File: config.mk
export PLATFORM = sky130hd
export DESIGN_NAME = free_list_flat
export DESIGN_NICKNAME = d
export VERILOG_FILES = /design/src/rtl/free_list_pkg.sv /design/src/rtl/free_list_if.sv /design/src/rtl/free_list_fl_ram.sv /design/src/rtl/free_list.sv /design/src/flat_wrapper.sv
export SDC_FILE = /design/constraint.sdc
export NUM_CORES = 1
export LEC_CHECK = 0
export CORE_ASPECT_RATIO = 0.9
export CORE_UTILIZATION = 47
export DETAILED_ROUTE_END_ITERATION = 8
export PLACE_DENSITY = 0.7
export SLEW_MARGIN = 10
export SYNTH_ARGS = -nofsm -noshare
export SYNTH_HDL_FRONTEND = slang
export SYNTH_SLANG_ARGS = --single-unit
export TNS_END_PERCENT = 5
File: constraint.sdc
create_clock -name clk -period 17.05 [get_ports clk]
set_input_delay 3.41 -clock clk [delete_from_list [all_inputs] [get_ports clk]]
set_output_delay 3.41 -clock clk [all_outputs]
set_load 0.03 [all_outputs]
File: src/rtl/free_list_pkg.sv
// ---------------------------------------------------------------------------
// typedefs
// Shared rename/retire definitions for the physical-register free list.
// Holds the register-file sizing, the derived FIFO geometry and the
// freeRegStruct that retire hands back to the free list each cycle.
// No ports (package).
// ---------------------------------------------------------------------------
package typedefs;

    localparam int PHYS_REGS = 64;
    localparam int ARCH_REGS = 32;
    localparam int PREG_W    = $clog2(PHYS_REGS);

    // The free list only ever holds registers not mapped at reset, so its
    // capacity is the surplus of physical over architectural registers.
    localparam int DEPTH = PHYS_REGS - ARCH_REGS;
    localparam int PTR_W = $clog2(DEPTH);
    localparam int CNT_W = PTR_W + 1;

    typedef struct packed {
        logic              valid1;
        logic [PREG_W-1:0] reg1;
        logic              valid2;
        logic [PREG_W-1:0] reg2;
    } freeRegStruct;

endpackage

File: src/rtl/free_list_if.sv
// ---------------------------------------------------------------------------
// free_list_if
// Bundles the retire/rename traffic of the free list.
//   freeReg            : registers released by retire (two slots)
//   pop1 / pop2        : rename consumes preg1 / preg2 this cycle
//   preg1 / preg2      : head and head+1 entries
//   avail1 / avail2    : at least one / two entries present
//   count              : current occupancy
//   overflow/underflow : sticky error flags
// master = rename/retire side, slave = the free list itself.
// ---------------------------------------------------------------------------
interface free_list_if;
    import typedefs::*;

    freeRegStruct       freeReg;
    logic               pop1;
    logic               pop2;
    logic [PREG_W-1:0]  preg1;
    logic [PREG_W-1:0]  preg2;
    logic               avail1;
    logic               avail2;
    logic [CNT_W-1:0]   count;
    logic               overflow;
    logic               underflow;

    modport master (
        output freeReg, pop1, pop2,
        input  preg1, preg2, avail1, avail2, count, overflow, underflow
    );

    modport slave (
        input  freeReg, pop1, pop2,
        output preg1, preg2, avail1, avail2, count, overflow, underflow
    );

endinterface

File: src/rtl/free_list_fl_ram.sv
// ---------------------------------------------------------------------------
// fl_ram
// DEPTH x PREG_W storage for the free list. Two write ports, two
// asynchronous read ports. On reset entry i holds ARCH_REGS+i so the list
// starts out full of every register not carrying architectural state.
//   clk, reset            : clock, async active-high reset
//   wrEn1/wrAddr1/wrData1 : first write port
//   wrEn2/wrAddr2/wrData2 : second write port
//   rdAddr1/rdData1       : first read port (combinational)
//   rdAddr2/rdData2       : second read port (combinational)
// ---------------------------------------------------------------------------
module fl_ram
    import typedefs::*;
(
    input  logic              clk,
    input  logic              reset,
    input  logic              wrEn1,
    input  logic [PTR_W-1:0]  wrAddr1,
    input  logic [PREG_W-1:0] wrData1,
    input  logic              wrEn2,
    input  logic [PTR_W-1:0]  wrAddr2,
    input  logic [PREG_W-1:0] wrData2,
    input  logic [PTR_W-1:0]  rdAddr1,
    output logic [PREG_W-1:0] rdData1,
    input  logic [PTR_W-1:0]  rdAddr2,
    output logic [PREG_W-1:0] rdData2
);

    logic [PREG_W-1:0] entries [DEPTH];

    // Storage array. The controller never drives both write ports at the
    // same address (they target tail and tail+1), so write order is moot.
    always_ff @(posedge clk or posedge reset) begin
        if (reset) begin
            for (int i = 0; i < DEPTH; i++) begin
                entries[i] <= PREG_W'(ARCH_REGS + i);
            end
        end else begin
            if (wrEn1) begin
                entries[wrAddr1] <= wrData1;
            end
            if (wrEn2) begin
                entries[wrAddr2] <= wrData2;
            end
        end
    end

    assign rdData1 = entries[rdAddr1];
    assign rdData2 = entries[rdAddr2];

endmodule

File: src/rtl/free_list.sv
// ---------------------------------------------------------------------------
// free_list
// Physical-register free list for the 2-wide rename/retire pipeline.
// A 2-write/2-read circular FIFO with an occupancy counter: retire pushes
// up to two released registers per cycle, rename pops up to two.
//   clk   : clock, rising edge
//   reset : asynchronous, active-high
//   flIf  : free_list_if.slave (freeReg, pop1/pop2 in; preg1/preg2,
//           avail1/avail2, count, overflow/underflow out)
// ---------------------------------------------------------------------------
module free_list
    import typedefs::*;
(
    input  logic          clk,
    input  logic          reset,
    free_list_if.slave    flIf
);

    logic [PTR_W-1:0]  head;
    logic [PTR_W-1:0]  tail;
    logic [CNT_W-1:0]  countQ;
    logic              overflowQ;
    logic              underflowQ;

    logic              avail1;
    logic              avail2;
    logic              popIllegal;
    logic [1:0]        popCount;
    logic              accept1;
    logic              accept2;
    logic [1:0]        pushReq;
    logic [CNT_W-1:0]  countAfterPop;
    logic [CNT_W-1:0]  space;
    logic [1:0]        pushCount;
    logic              pushDropped;
    logic [PREG_W-1:0] firstData;
    logic [CNT_W-1:0]  countNext;

    logic              wrEn1;
    logic              wrEn2;
    logic [PTR_W-1:0]  wrAddr2;
    logic [PTR_W-1:0]  rdAddr2;

    assign avail1 = (countQ != '0);
    assign avail2 = (countQ >= CNT_W'(2));

    // Pop side: any ill-formed or unsatisfiable request is dropped whole so
    // rename never sees half a pair disappear. Pops are judged against the
    // pre-cycle occupancy only.
    always_comb begin
        popIllegal = (flIf.pop2 && !flIf.pop1)
                   || (flIf.pop1 && !avail1)
                   || (flIf.pop2 && !avail2);
        popCount = 2'd0;
        if (!popIllegal) begin
            popCount = {1'b0, flIf.pop1} + {1'b0, flIf.pop2};
        end
    end

    // Push side: p0 is the hard-wired zero register and is never recycled.
    // Accepted pushes are compacted onto tail/tail+1, and room is measured
    // after this cycle's pops so a full list can swap two-for-two. When only
    // one slot remains the second accepted push is the one discarded.
    always_comb begin
        accept1       = flIf.freeReg.valid1 && (flIf.freeReg.reg1 != '0);
        accept2       = flIf.freeReg.valid2 && (flIf.freeReg.reg2 != '0);
        pushReq       = {1'b0, accept1} + {1'b0, accept2};
        countAfterPop = countQ - CNT_W'(popCount);
        space         = CNT_W'(DEPTH) - countAfterPop;

        pushCount = 2'd0;
        if ((pushReq == 2'd2) && (space >= CNT_W'(2))) begin
            pushCount = 2'd2;
        end else if ((pushReq != 2'd0) && (space != '0)) begin
            pushCount = 2'd1;
        end

        pushDropped = (pushCount < pushReq);
        firstData   = accept1 ? flIf.freeReg.reg1 : flIf.freeReg.reg2;
        countNext   = countAfterPop + CNT_W'(pushCount);
    end

    assign wrEn1   = (pushCount != 2'd0);
    assign wrEn2   = (pushCount == 2'd2);
    assign wrAddr2 = tail + PTR_W'(1);
    assign rdAddr2 = head + PTR_W'(1);

    fl_ram ram (
        .clk     (clk),
        .reset   (reset),
        .wrEn1   (wrEn1),
        .wrAddr1 (tail),
        .wrData1 (firstData),
        .wrEn2   (wrEn2),
        .wrAddr2 (wrAddr2),
        .wrData2 (flIf.freeReg.reg2),
        .rdAddr1 (head),
        .rdData1 (flIf.preg1),
        .rdAddr2 (rdAddr2),
        .rdData2 (flIf.preg2)
    );

    // Pointer, occupancy and error state. Pointers are exactly PTR_W bits
    // wide so they wrap modulo DEPTH for free; full and empty both show
    // head==tail and are told apart by countQ.
    always_ff @(posedge clk or posedge reset) begin
        if (reset) begin
            head       <= '0;
            tail       <= '0;
            countQ     <= CNT_W'(DEPTH);
            overflowQ  <= 1'b0;
            underflowQ <= 1'b0;
        end else begin
            head   <= head + PTR_W'(popCount);
            tail   <= tail + PTR_W'(pushCount);
            countQ <= countNext;
            if (pushDropped) begin
                overflowQ <= 1'b1;
            end
            if (popIllegal) begin
                underflowQ <= 1'b1;
            end
        end
    end

    assign flIf.avail1    = avail1;
    assign flIf.avail2    = avail2;
    assign flIf.count     = countQ;
    assign flIf.overflow  = overflowQ;
    assign flIf.underflow = underflowQ;

endmodule

File: src/flat_wrapper.sv
// flat-port wrapper written by rule: the top's interface ports become plain ports
module free_list_flat import typedefs::*;
  (clk, reset, flIf_freeReg, flIf_pop1, flIf_pop2, flIf_preg1, flIf_preg2, flIf_avail1, flIf_avail2, flIf_count, flIf_overflow, flIf_underflow);
  free_list_if flIf_i ();
  input  logic clk;
  input  logic reset;
  input wire logic [$bits(flIf_i.freeReg)-1:0] flIf_freeReg;
  input wire logic [$bits(flIf_i.pop1)-1:0] flIf_pop1;
  input wire logic [$bits(flIf_i.pop2)-1:0] flIf_pop2;
  output wire logic [$bits(flIf_i.preg1)-1:0] flIf_preg1;
  output wire logic [$bits(flIf_i.preg2)-1:0] flIf_preg2;
  output wire logic [$bits(flIf_i.avail1)-1:0] flIf_avail1;
  output wire logic [$bits(flIf_i.avail2)-1:0] flIf_avail2;
  output wire logic [$bits(flIf_i.count)-1:0] flIf_count;
  output wire logic [$bits(flIf_i.overflow)-1:0] flIf_overflow;
  output wire logic [$bits(flIf_i.underflow)-1:0] flIf_underflow;
  assign flIf_i.freeReg = flIf_freeReg;
  assign flIf_i.pop1 = flIf_pop1;
  assign flIf_i.pop2 = flIf_pop2;
  assign flIf_preg1 = flIf_i.preg1;
  assign flIf_preg2 = flIf_i.preg2;
  assign flIf_avail1 = flIf_i.avail1;
  assign flIf_avail2 = flIf_i.avail2;
  assign flIf_count = flIf_i.count;
  assign flIf_overflow = flIf_i.overflow;
  assign flIf_underflow = flIf_i.underflow;
  free_list u_core (.clk(clk), .reset(reset), .flIf(flIf_i));
endmodule
; After elaboration in Yosys (flattened, before gate mapping)
; Index checks and enable logic that the tools add are counted.
[totals]
output_inout_bits = 22
inputBits = 18
wordCells = 99
ff_bits = 210
[op_classes]
magnitude_cmp = 9
n_eq_ne = 2
muxes = 18
bitwise_logic = 4
add_sub_neg = 9
n_reduce_logical = 20
[op_table]
columns = op, n
row1 = 192-bit bitwise mux, 2
row2 = 192-bit 2-to-1 mux, 2
row3 = 6-bit binary-select mux with 5-bit select, 2
row4 = 6-bit demux with 5-bit select, 2
row5 = 6-bit 2-to-1 mux, 7
row6 = "6-bit >= comparator, second input constant", 4
row7 = 5-bit NOT with 6-bit output, 4
row8 = 6-bit nonzero test, 4
row9 = "6-bit by 2-bit >= comparator with 1-bit output, second input constant", 2
row10 = "6-bit by 1-bit < comparator with 1-bit output, second input constant", 2
row11 = "5-bit by 1-bit adder with 5-bit output, second input constant", 2
row12 = 5-bit by 2-bit adder with 5-bit output, 2
row13 = 1-bit logical AND, 9
row14 = 6-bit by 2-bit adder with 6-bit output, 1
row15 = 6-bit by 2-bit subtractor with 6-bit output, 1
row16 = "6-bit subtractor, first input constant", 1
row17 = 1-bit by 1-bit adder with 2-bit output, 2
row18 = "2-bit equality test, second input constant", 2
row19 = 2-bit 2-to-1 mux, 2
row20 = 2-bit nonzero test, 2
row21 = 1-bit logical NOT, 3
row22 = 1-bit logical OR, 2
row23 = 2-bit < comparator, 1
row24 = 1-bit 2-to-1 mux, 1

; Logic depth before layout (Yosys ltp)
[logic_depth]
depth_word = 16
ltp_mapped = 19
depth_no_buf = 19

; Modules after synthesis
; From an unflattened synthesis, not the netlist that was laid out.
[unflattened]
cells_unflattened = 1534
hier_area_um2 = 14670.3
[by_module_without_submodules]
columns = module, instances, cells_each, seq_area_each_um2, area_per_inst_um2
row1 = fl_ram, 1, 1374, 4944.7, 13188.9
row2 = free_list, 1, 160, 451.7, 1481.4

; Least setup slack after synthesis
; OpenSTA, ideal clock, no wires.
[synth_timing]
kind = input -> register
from = input port flIf_pop2
to = register u_core.countQ[4] (netlist: u_core.flIf.count[4])
n_path_buf = 0
required_time_ns = 16.918
arrival_time_ns = 7.490
setup_time_ns = 0.132
setup_slack_ns = 9.428
path_stages = 16
path_cell_list = ha_1 > nor2b_1 > ha_1 > fa_1 > ha_1 > nand2_1 > nor4b_1 > o21ai_1 > nand2_1 > inv_1 > nor3_1 > ha_1 > inv_1 > fa_1 > or3_1 > xor2_1
[synth_via]
elab_chain_len = 11
word_cells_on_any_way = 15
cone_classes = add/sub (4) / order compare (1) / mux (3) / reduce/logical (7)
[synth_rtl]
columns = item, line
row1 = "start, declared", flat_wrapper.sv:9  ; input wire logic [$bits(flIf_i.pop2)-1:0] flIf_pop2;
row2 = 1-bit logical AND, free_list.sv:51  ; popIllegal = (flIf.pop2 && !flIf.pop1)
row3 = 1-bit logical OR, free_list.sv:52  ; || (flIf.pop1 && !avail1)
row4 = 1-bit logical OR, free_list.sv:53  ; || (flIf.pop2 && !avail2);
row5 = 2-bit 2-to-1 mux (*), free_list.sv:55  ; if (!popIllegal) begin
row6 = 6-bit by 2-bit subtractor with 6-bit output (*), free_list.sv:68  ; countAfterPop = countQ - CNT_W'(popCount);
row7 = branches (longest 5 deep; another with 6-bit subtractor), n/a
row8 = 6-bit by 2-bit adder with 6-bit output (*), free_list.sv:80  ; countNext = countAfterPop + CNT_W'(pushCount);
row9 = via u_core.countNext[4], free_list.sv:37  ; logic [CNT_W-1:0] countNext;
row10 = "end signal, assigned", free_list.sv:110  ; countQ <= CNT_W'(DEPTH);
row11 = "end signal, assigned", free_list.sv:116  ; countQ <= countNext;
row12 = "end, declared", free_list.sv:21  ; logic [CNT_W-1:0] countQ;
; Mark *: on every way through the listed nets, which the timed path passes.
; A chain may end at the register's enable or synchronous reset.

; Final worst setup path
[layout_timing]
from = register u_core.head[1]
to = output port flIf_preg2[3]
[layout_via]
elab_chain_len = 5
[layout_rtl]
columns = item, line
row1 = "start, declared", free_list.sv:19  ; logic [PTR_W-1:0] head;
row2 = "start signal, assigned", free_list.sv:114  ; head <= head + PTR_W'(popCount);
row3 = 5-bit by 1-bit adder with 5-bit output, free_list.sv:86  ; assign rdAddr2 = head + PTR_W'(1);
row4 = 5-bit NOT with 6-bit output (implied by the code), free_list_fl_ram.sv:49  ; assign rdData2 = entries[rdAddr2];
row5 = 6-bit binary-select mux with 5-bit select, free_list_fl_ram.sv:49
row6 = 6-bit 2-to-1 mux (implied by the code) (2 in series), free_list_fl_ram.sv:49
row7 = "end, declared", flat_wrapper.sv:11  ; output wire logic [$bits(flIf_i.preg2)-1:0] flIf_preg2;
; No other way between the ends. The select of a mux whose other input is x is not followed.

==> run summary <==
vias per std cell -> 7.60
Mean Syn Cell Area -> 9.15 µm²
post-synthesis sequential area ratio -> 33.1%
largest net degree at the start of global routing -> 87
placed cell area -> 16500 µm²
Chip Height -> 179 µm
Filler Cells Inserted -> 3128
DRC -> 0
port bufs -> 39
Cell Pwr Density -> 219 nW/µm²
routed len/inst -> 28.6 µm
Max Clock Freq -> 122 MHz
cells after synthesis -> 1782
Reg-to-Reg Start -> u_core.flIf.count[2]
final HPWL from detailed placement -> 38500 µm
initial antenna violation count -> 2
FF-to-FF path depth -> 19
H-Tree Depth -> 1
synthesized area -> 16300 µm²
CP Class -> reg2out
CTS Hold Bufs -> 0
final net count -> 1694
Yosys top cell area share -> 18.2%
Slew Limit Headroom -> 4.60%
post-synthesis sequential element count -> 210
fin crit share -> 47.9%
most frequent cell after synthesis -> nand4_1
final instance area -> 17300 µm²
setup TNS -> 0 ns
Clock Sinks -> 210
Int Power -> 0.00208 W
simple-gate share of the synthesized area -> 27.2%
post-synthesis xor/xnor area fraction -> 0.906%
Synth async-reset ratio -> 100%
clock network power share -> 13.9%
flop2flop setup slack -> 11.16 ns
Clk pin slew, worst setup/hold paths -> 0.06 ns
area share of fa/ha/maj cells after synthesis -> 1.72%
GP Congestion -> 0.975
ys flop type -> dfstp_2
Post-synth EDFFs -> 0
Die X -> 198 µm
postcts setup bufs -> 0
Setup crit start kind -> flop
NetSw -> 0.00169 W
worst r2r dst -> u_core.flIf.count[4]
Clock Skews -> 0.00972 ns
fraction of layout cells with a size suffix above 1 -> 21.7%
peak supply drop -> 152 µV
root buf cell -> clkbuf_16
Starting Density -> 47.9%
Max Root-Sink Buffers -> 3
Core Box Area -> 34000 µm²
HP Start -> u_core.flIf.underflow
final hold violations -> 0
mux cell area share after synthesis -> 17.4%
CTS tree -> done
status -> finished, final reports clean
Net Sw Frac -> 44.8%
max cap viols -> 0
Final Slew Violations -> 0
fin crit period -> 8.17 ns
Slew @ Worst Pin -> 1.43 ns
unique cell type count in the Yosys netlist -> 54
1st-pass router iterations -> 8
num rows -> 64
cell taking the most area after synthesis -> dfstp_2
synth cell count leaders -> nand4_1, o21ai_0, nand2_1, clkbuf_1, mux4_2
Hold Path Cell Cnt -> 1
YS warnings -> 0
vias in the first global route -> 15100
Sequential Power Share -> 28.8%
synth top area cells -> dfstp_2, mux4_2, dfrtp_1, nand4_1, o21ai_0
largest family of logic cells by synthesized area -> simple AND/OR/NAND/NOR gates
P&R area growth vs syn -> 6.06%
leakage power -> 6.01 nW
hold endpoint -> u_core.flIf.underflow
CP Max Fanout -> 52
CP Data Arrival Time -> 4.76 ns
Post-CTS Resized -> 0
GRT Util Overall -> 35.0%
Hold Path Class -> reg2reg
endpoint type of the worst setup path -> primary output
Post-Route WL -> 61100 µm
Clk Latency, worst-skew pair -> 0.54 ns
Compound-Gate Fraction of Synth Area -> 12.8%
io pins -> 40
Die Area -> 35400 µm²
DR iter-0 viols -> 2515
RSZ-0062 raised after global routing -> false
Critical Path RT -> 13.64 ns
grt ovf -> 0
Syn Nets -> 1820
Final setup violation count -> 0
final antenna-violating net count -> 0
via count -> 16200
Logic pwr share -> 57.3%
cts bufs inserted -> 25
first-pass GRT wire length -> 93400 µm
==> per-layer routing <==
metal	share of wire [%]	global-route usage (%)	up-vias
li1	-	-	6670
met1	36	46.9	7926
met2	42	50.3	1367
met3	16	11.9	280
met4	6.1	16.9	2
met5	0.020	1.28	-
==> critical path, cell delays in order (launching register included) <==
cell	delay, ns
dfrtp_2	0.34
buf_4	0.66
ha_4	0.95
mux4_2	0.70
mux4_2	0.57
mux2_2	0.34
clkdlybuf4s50_1	0.60
==> state kept, by name, indices dropped and copies added (netlist names) <==
name / flops
u_core.flIf.overflow: 1
u_core.head: 5
u_core.ram.entries: 192
u_core.flIf.count: 6
u_core.flIf.underflow: 1
u_core.tail: 5
==> cell type report <==
class	count	area [µm²]	area share (%)
clock buffer	39	708	4.10
timing repair buffer	70	618	3.58
inverter	24	97.6	0.564
sequential	210	5400	31.2
tap	462	578	3.34
antenna	1	2.50	0.0145
multi-input combinational	1325	9830	56.8
clock inverter	6	55.1	0.318
==> cells by family after synthesis <==
kind of cell | after synthesis
AOI/OAI and AO/OA | 373
buffers and inverters | 247
adders and majority gates | 20
xor gates and xnor gates | 16
and+or+nand+nor | 784
DFF | 210
muxes | 132
==> stage by stage <==
stage / hold slack [ns] / total power, W / std cells / util (%) / setup slack, ns
after floorplan: 0.472 / 0.00247 / 1782 / - / 8.09
after global placement: 0.460 / 0.00312 / 2091 / 48.5 / 8.54
after detailed placement: 0.457 / 0.00317 / 2091 / 48.5 / 8.48
after CTS: 0.477 / 0.00370 / 2136 / 50.8 / 8.90
after global routing: 0.489 / 0.00392 / 2136 / 50.8 / 8.70
final: 0.476 / 0.00378 / 2137 / 50.8 / 8.88
==> worst max-delay path by stage <==
stage | slack, ns | startpoint | endpoint
2_1_floorplan | 8.09 | reset | u_core.flIf.count[0]
3_3_place_gp | 8.54 | flIf_pop1 | u_core.flIf.count[4]
3_5_place_dp | 8.48 | flIf_pop1 | u_core.flIf.count[4]
4_1_cts | 8.90 | u_core.head[1] | flIf_preg2[4]
5_1_grt | 8.70 | flIf_pop1 | u_core.flIf.count[4]
6_report | 8.88 | u_core.head[1] | flIf_preg2[3]
==> power by group through the flow <==
stage               clock, W  sequential (W)  combinational [W]
floorplan                  0        0.000965            0.00150
global placement           0         0.00106            0.00206
detailed placement         0         0.00108            0.00209
CTS                 0.000524         0.00107            0.00210
global route        0.000547         0.00111            0.00227
finish              0.000526         0.00109            0.00216
==> layout by cell type (no fill, tap or decap), types with 31 or more instances in the layout <==
cell type	count
clkdlybuf4s50_1	38
dfstp_2	113
dfrtp_1	95
nand4_1	332
o211ai_1	39
o22ai_1	40
o21ai_0	251
mux4_2	120
nand2_1	211
nand3_1	83
buf_4	31
or3_1	32
(Power assumes the default switching activity.)
